--- src/rtl/addsub_digit_serial_if.sv ---
// rtl/addsub_digit_serial_if.sv - start/busy/done operand and result bundle for addsub_digit_serial
interface addsub_digit_serial_if #(
   parameter int WIDTH = 16
);
   logic             start;
   logic             Sub;
   logic [WIDTH-1:0] A;
   logic [WIDTH-1:0] B;
   logic             Cin;
   logic             busy;
   logic             done;
   logic [WIDTH-1:0] Sum;
   logic             Cout;
   logic             Overflow;

   modport master (
      output start, Sub, A, B, Cin,
      input  busy, done, Sum, Cout, Overflow
   );

   modport slave (
      input  start, Sub, A, B, Cin,
      output busy, done, Sum, Cout, Overflow
   );
endinterface

--- src/rtl/addsub_digit_serial.sv ---
// rtl/addsub_digit_serial.sv - digit-serial add/subtract through one shared DIGIT-bit ripple slice; ADDSUB_SAT_EN enables result saturation
module addsub_digit_serial #(
   parameter int WIDTH = 16,
   parameter int DIGIT = 4
) (
   input logic                  clk,
   input logic                  reset,
   addsub_digit_serial_if.slave bus
);
   localparam int N  = WIDTH / DIGIT;
   localparam int CW = (N > 1) ? $clog2(N) : 1;

   if ((WIDTH < 2) || (DIGIT < 1) || (DIGIT > WIDTH) || ((WIDTH % DIGIT) != 0)) begin : g_bad_params
      $error("addsub_digit_serial: DIGIT must divide WIDTH exactly and WIDTH must be >= 2");
   end

   typedef enum logic [1:0] {
      S_IDLE = 2'd0,
      S_RUN  = 2'd1,
      S_DONE = 2'd2
   } state_t;

   state_t           state_q, state_d;
   logic             load;
   logic             last;

   // operands are shifted right one digit per RUN edge so the slice always sees bit 0
   logic [WIDTH-1:0] a_q;
   logic [WIDTH-1:0] b_q;
   logic             carry_q;
   logic [CW-1:0]    cnt_q;
   logic [WIDTH-1:0] shadow_q;

   logic [WIDTH-1:0] sum_q;
   logic             cout_q;
   logic             ovf_q;

   logic [DIGIT-1:0] slice_sum;
   logic             slice_cout;
   logic             c_top;
   logic [WIDTH-1:0] res_full;
   logic [WIDTH-1:0] res_out;

`ifdef ADDSUB_SAT_EN
   logic             a_sign_q;
`endif

   assign last = (state_q == S_RUN) && (cnt_q == CW'(N - 1));

   // state register
   always_ff @(posedge clk) begin
      if (reset) begin
         state_q <= S_IDLE;
      end else begin
         state_q <= state_d;
      end
   end

   // next-state and load decode; start is only honoured outside RUN
   always_comb begin
      state_d = state_q;
      load    = 1'b0;
      case (state_q)
         S_IDLE: begin
            if (bus.start) begin
               load    = 1'b1;
               state_d = S_RUN;
            end
         end
         S_RUN: begin
            if (last) begin
               state_d = S_DONE;
            end
         end
         S_DONE: begin
            if (bus.start) begin
               load    = 1'b1;
               state_d = S_RUN;
            end else begin
               state_d = S_IDLE;
            end
         end
         default: begin
            state_d = S_IDLE;
         end
      endcase
   end

   assign bus.busy     = (state_q == S_RUN);
   assign bus.done     = (state_q == S_DONE);
   assign bus.Sum      = sum_q;
   assign bus.Cout     = cout_q;
   assign bus.Overflow = ovf_q;

   // shared ripple slice; c_top is the carry into the slice MSB, i.e. into bit WIDTH-1 on the last digit
   always_comb begin
      logic [DIGIT:0]       c;
      logic [WIDTH+DIGIT-1:0] cat;
      c[0] = carry_q;
      for (int i = 0; i < DIGIT; i++) begin
         slice_sum[i] = a_q[i] ^ b_q[i] ^ c[i];
         c[i+1]       = (a_q[i] & b_q[i]) | (c[i] & (a_q[i] ^ b_q[i]));
      end
      slice_cout = c[DIGIT];
      c_top      = c[DIGIT-1];
      // new digit enters at the top; after N digits the first digit has reached bit 0
      cat        = {slice_sum, shadow_q} >> DIGIT;
      res_full   = cat[WIDTH-1:0];
   end

   // final result selection: wrapped, or clamped on signed overflow when saturation is built in
   always_comb begin
      res_out = res_full;
`ifdef ADDSUB_SAT_EN
      if (c_top ^ slice_cout) begin
         res_out = a_sign_q ? {1'b1, {(WIDTH-1){1'b0}}} : {1'b0, {(WIDTH-1){1'b1}}};
      end
`endif
   end

   // operand capture, per-digit datapath and result/flag registers
   always_ff @(posedge clk) begin
      if (reset) begin
         a_q      <= '0;
         b_q      <= '0;
         carry_q  <= 1'b0;
         cnt_q    <= '0;
         shadow_q <= '0;
         sum_q    <= '0;
         cout_q   <= 1'b0;
         ovf_q    <= 1'b0;
`ifdef ADDSUB_SAT_EN
         a_sign_q <= 1'b0;
`endif
      end else if (load) begin
         a_q      <= bus.A;
         b_q      <= bus.Sub ? ~bus.B : bus.B;
         carry_q  <= bus.Cin ^ bus.Sub;
         cnt_q    <= '0;
         shadow_q <= '0;
`ifdef ADDSUB_SAT_EN
         a_sign_q <= bus.A[WIDTH-1];
`endif
      end else if (state_q == S_RUN) begin
         a_q      <= a_q >> DIGIT;
         b_q      <= b_q >> DIGIT;
         carry_q  <= slice_cout;
         cnt_q    <= cnt_q + CW'(1);
         shadow_q <= res_full;
         if (last) begin
            sum_q  <= res_out;
            cout_q <= slice_cout;
            ovf_q  <= c_top ^ slice_cout;
         end
      end
   end
endmodule

--- src/flat_wrapper.sv ---
// flat-port wrapper written by rule: the top's interface ports become plain ports
module addsub_digit_serial_flat 
#(
   parameter int WIDTH = 16,
   parameter int DIGIT = 4
)
  (clk, reset, bus_start, bus_Sub, bus_A, bus_B, bus_Cin, bus_busy, bus_done, bus_Sum, bus_Cout, bus_Overflow);
  addsub_digit_serial_if #(.WIDTH(WIDTH)) bus_i ();
  input logic clk;
  input logic reset;
  input wire logic [$bits(bus_i.start)-1:0] bus_start;
  input wire logic [$bits(bus_i.Sub)-1:0] bus_Sub;
  input wire logic [$bits(bus_i.A)-1:0] bus_A;
  input wire logic [$bits(bus_i.B)-1:0] bus_B;
  input wire logic [$bits(bus_i.Cin)-1:0] bus_Cin;
  output wire logic [$bits(bus_i.busy)-1:0] bus_busy;
  output wire logic [$bits(bus_i.done)-1:0] bus_done;
  output wire logic [$bits(bus_i.Sum)-1:0] bus_Sum;
  output wire logic [$bits(bus_i.Cout)-1:0] bus_Cout;
  output wire logic [$bits(bus_i.Overflow)-1:0] bus_Overflow;
  assign bus_i.start = bus_start;
  assign bus_i.Sub = bus_Sub;
  assign bus_i.A = bus_A;
  assign bus_i.B = bus_B;
  assign bus_i.Cin = bus_Cin;
  assign bus_busy = bus_i.busy;
  assign bus_done = bus_i.done;
  assign bus_Sum = bus_i.Sum;
  assign bus_Cout = bus_i.Cout;
  assign bus_Overflow = bus_i.Overflow;
  addsub_digit_serial #(.WIDTH(WIDTH), .DIGIT(DIGIT)) u_core (.clk(clk), .reset(reset), .bus(bus_i));
endmodule
--- config.mk ---
export PLATFORM = sky130hd
export DESIGN_NAME = addsub_digit_serial_flat
export DESIGN_NICKNAME = d
export VERILOG_FILES = /design/src/rtl/addsub_digit_serial_if.sv /design/src/rtl/addsub_digit_serial.sv /design/src/flat_wrapper.sv
export SDC_FILE = /design/constraint.sdc
export NUM_CORES = 1
export LEC_CHECK = 0
export ABC_CLOCK_PERIOD_IN_PS = 3400
export CORE_MARGIN = 2
export CORE_UTILIZATION = 55
export CTS_BUF_LIST = sky130_fd_sc_hd__clkbuf_16
export DETAILED_ROUTE_END_ITERATION = 16
export PLACE_DENSITY = 0.81
export SYNTH_ARGS = -nofsm -noshare
export SYNTH_HDL_FRONTEND = slang
export SYNTH_SLANG_ARGS = --single-unit
--- constraint.sdc ---
create_clock -name clk -period 3.4 [get_ports clk]
set_clock_uncertainty 0.05 [all_clocks]
set_input_delay 0.68 -clock clk [delete_from_list [all_inputs] [get_ports clk]]
set_output_delay 0.68 -clock clk [all_outputs]
set_load 0.005 [all_outputs]
==> impl_results.md <==
- HPWL Detailed: 3600 um
- Fin. Hold Viols: 0
- CTS tree: yes
- Chip width: 75.3 um
- Placer congestion estimate: 0.759
- R2r setup slk: 1.13 ns
- Cts hold-fix bufs: 0
- Worst path required time: 2.67 ns
- Nets@finish: 411
- Yosys warns: 0
- H-tree levels: 3
- VDD IR max: 0.304 mV
- Pwr Total: 1.92 mW
- CTS Buf Count: 9
- GR Util All Layers: 21.8%
- Crit path time final: 2.57 ns
- GR Overflow Total: 0
- Rel. slew slack: 54.5%
- TritonRoute pass-1 iters: 4
- WHS Path Cells: 2
- Reg2Reg Capture Point: u_core.carry_q$_SDFFE_PP0P_
- Wire per inst: 12.7 um
- Register Area: 1340 um^2
- # IOs: 57
- Largest net degree at the start of global routing: 47
- Clk slew on worst S/H paths: 0.05 ns
- CP endpoint kind: output pin
- Clk buf depth: 2
- PortBufs: 56
- Final period util: 75.5%
- # DRC: 0
- Syn Inst Count: 325
- Vias in the first global route: 2178
- CP arrival: 1.84 ns
- Worst reg2reg path startpoint: u_core.b_q[0]$_SDFFE_PP0P_
- Maximum fanout along the worst path: 46
- Cell variety after synth: 27
- Pwr dens: 534 nW/um^2
- Initial antenna violation count: 0
- Sequential element share of the synthesized area: 48.0%
- CP Cell Sequence: nand2b_1, inv_4, clkdlybuf4s50_1
- Max-slew violations: 0
- Post-CTS setup buffer count: 0
- Hold Path End: u_core.bus.Sum[2]$_SDFFE_PP0P_
- Post-route ant nets: 0
- MaxCap Viol Count: 0
- Core ar.: 4820 um^2
- Number of synthesized flops with an enable pin: 0
- Vias: 2348
- Multi-input gate area: 1270 um^2
- Top_reg_cell synth: dfxtp_1
- Initial core utilization: 58.0%
- Setup TNS Final: 0 ns
- Skew-Pair Late Insertion Delay: 0.32 ns
- Min-delay src: u_core.shadow_q[6]$_SDFFE_PP0P_
- Area delta synth->final: 29.0%
- First-pass GRT wire length: 9400 um
- Startpoint Class: flip-flop
- Vias/cell: 5.32
- Die Area: 5670 um^2
- Overall routed net length: 5590 um
- Sink Count: 67
- Diode count: 0
- Clk root buf: clkbuf_16
- Worst slew pin tran: 0.683 ns
- DRT iter0 DRCs: 91
- Final Setup Violations: 0
- Depth of the worst register-to-register path: 9
- Worst path max stage delay: 0.60 ns
- Leakage power: 1.28 nW
- F_max: 0.389 GHz
- WS Path Type: flip-flop to output pin
- FILL cells: 395
- Synthesized area: 2800 um^2
- Rows: 25
- Async SR Flop Fraction: 0%
- Share of layout cells above drive strength 1: 5.88%
- Flops & latches, synth: 67
- Syn Nets: 367
- Crit path max-delay cell type: clkdlybuf4s50_1
- Status: finished, final reports clean
- Die Span Y: 75.3 um
- RSZ-0062 raised after global routing: false
- Path type of the worst min-delay path: flip-flop to flip-flop
- Synthesized area per cell: 8.60 um^2
- CTS resizes: 0
[stage by stage]
| step | utilization, % | setup slack [ns] | area (um^2) | std cells | hold slack, ns |
|---|---|---|---|---|---|
| floorplan | - | 1.22 | 2800 | 325 | 0.382 |
| global placement | 68.9 | 1.10 | 3320 | 425 | 0.389 |
| detailed placement | 68.9 | 1.06 | 3320 | 425 | 0.393 |
| CTS | 74.9 | 0.833 | 3610 | 441 | 0.402 |
| global route | 74.9 | 0.750 | 3610 | 441 | 0.414 |
| finish | 74.9 | 0.832 | 3610 | 441 | 0.402 |
[layer usage]
metal | global-route usage, % | routed length, um
met1 | 25.6 | 2410
met2 | 38.0 | 2860
met3 | 4.50 | 225
met4 | 10.3 | 89
met5 | 0 | 0
[state kept, by name (all words and copies together) (netlist names)]
register,cells
u_core.bus.Sum,16
u_core.shadow_q,12
u_core.bus.Overflow,1
u_core.a_q,16
u_core.bus.Cout,1
u_core.b_q,16
u_core.state_q,2
u_core.cnt_q,2
u_core.carry_q,1
[cells in the final DEF, fill, tap and decap left out]
cell             count
xnor2_1              3
a31oi_1              1
a221o_1              1
a21oi_1             46
clkinvlp_4           1
clkinv_2             3
mux2i_1              4
ha_1                 1
clkdlybuf4s50_1     55
a311oi_1             5
xor2_1              16
bufinv_16            1
nor3_1              10
nor2b_2              1
nand2b_1             3
a22oi_1             16
nand3b_1             1
dfxtp_1             67
buf_2                1
inv_1                8
nor2_1              13
inv_4                1
nand3_1             20
nand2_1             66
fa_1                 4
a211oi_1             5
buf_4                5
and3b_1              1
o21a_1               1
clkbuf_16            9
nor2b_1              1
clkinv_1             1
o22ai_1              3
[worst max-delay path by stage]
stage / start / to / slack [ns] / cells past startpoint
after floorplan: u_core.carry_q$_SDFFE_PP0P_ / u_core.carry_q$_SDFFE_PP0P_ / 1.22 / 9
after global placement: bus_start / u_core.shadow_q[15]$_SDFFE_PP0P_ / 1.10 / 4
after detailed placement: bus_start / u_core.shadow_q[12]$_SDFFE_PP0P_ / 1.06 / 4
after CTS: u_core.state_q[0]$_SDFFE_PP0P_ / bus_busy / 0.83 / 3
after global routing: u_core.state_q[0]$_SDFFE_PP0P_ / bus_busy / 0.75 / 3
final: u_core.state_q[0]$_SDFFE_PP0P_ / bus_busy / 0.83 / 3
[critical path, delay by kind of cell (launching register included)]
kind	cells	cell delay [ns]
buf+inv	2	0.96
flops	1	0.41
simple gates	1	0.14
[final cells by class]
| type | instances | share of cell area, % |
|---|---|---|
| clock inverter | 7 | 1.67 |
| timing repair buffer | 61 | 16.4 |
| tap | 67 | 2.32 |
| sequential | 67 | 37.2 |
| clock buffer | 9 | 6.25 |
| multi-input combinational | 222 | 35.2 |
| inverter | 8 | 0.902 |
[kinds of logic (layout without fill, tap and decap cells)]
logic type | count (synthesis) | in the layout | share of synthesized area, %
AND/OR/NAND/NOR | 116 | 116 | 17.7
XOR/XNOR | 19 | 19 | 5.95
adder cells (fa/ha/maj) | 5 | 5 | 3.31
buffers and inverters | 36 | 85 | 6.67
AO/OA/AOI/OAI | 78 | 78 | 17.0
multiplexers | 4 | 4 | 1.43
flip-flops | 67 | 67 | 48.0
[report_power, final]
group          leakage (nW)  total, mW  switching, mW  internal (mW)
sequential            0.546      0.845         0.0221          0.823
clock                 0.144      0.871          0.313          0.557
combinational         0.593      0.209          0.112         0.0969
total                  1.28       1.92          0.448           1.48
[cells in the mapped netlist (2+ instances only)]
library cell | n | area (um^2)
clkbuf_1 | 7 | 26.3
dfxtp_1 | 67 | 1340
a22oi_1 | 16 | 120
nor3_1 | 10 | 50.1
nor2b_1 | 2 | 12.5
fa_1 | 4 | 80.1
a211oi_1 | 5 | 37.5
xnor2_1 | 3 | 26.3
nand3_1 | 20 | 100
nand2_1 | 66 | 248
o22ai_1 | 3 | 18.8
nor2_1 | 13 | 48.8
a21oi_1 | 46 | 230
xor2_1 | 16 | 140
mux2i_1 | 4 | 40.0
inv_1 | 7 | 26.3
buf_2 | 12 | 60.1
nand2b_1 | 3 | 18.8
a311oi_1 | 5 | 43.8
buf_4 | 9 | 67.6
No activity file was read; power rests on OpenSTA's default activity.
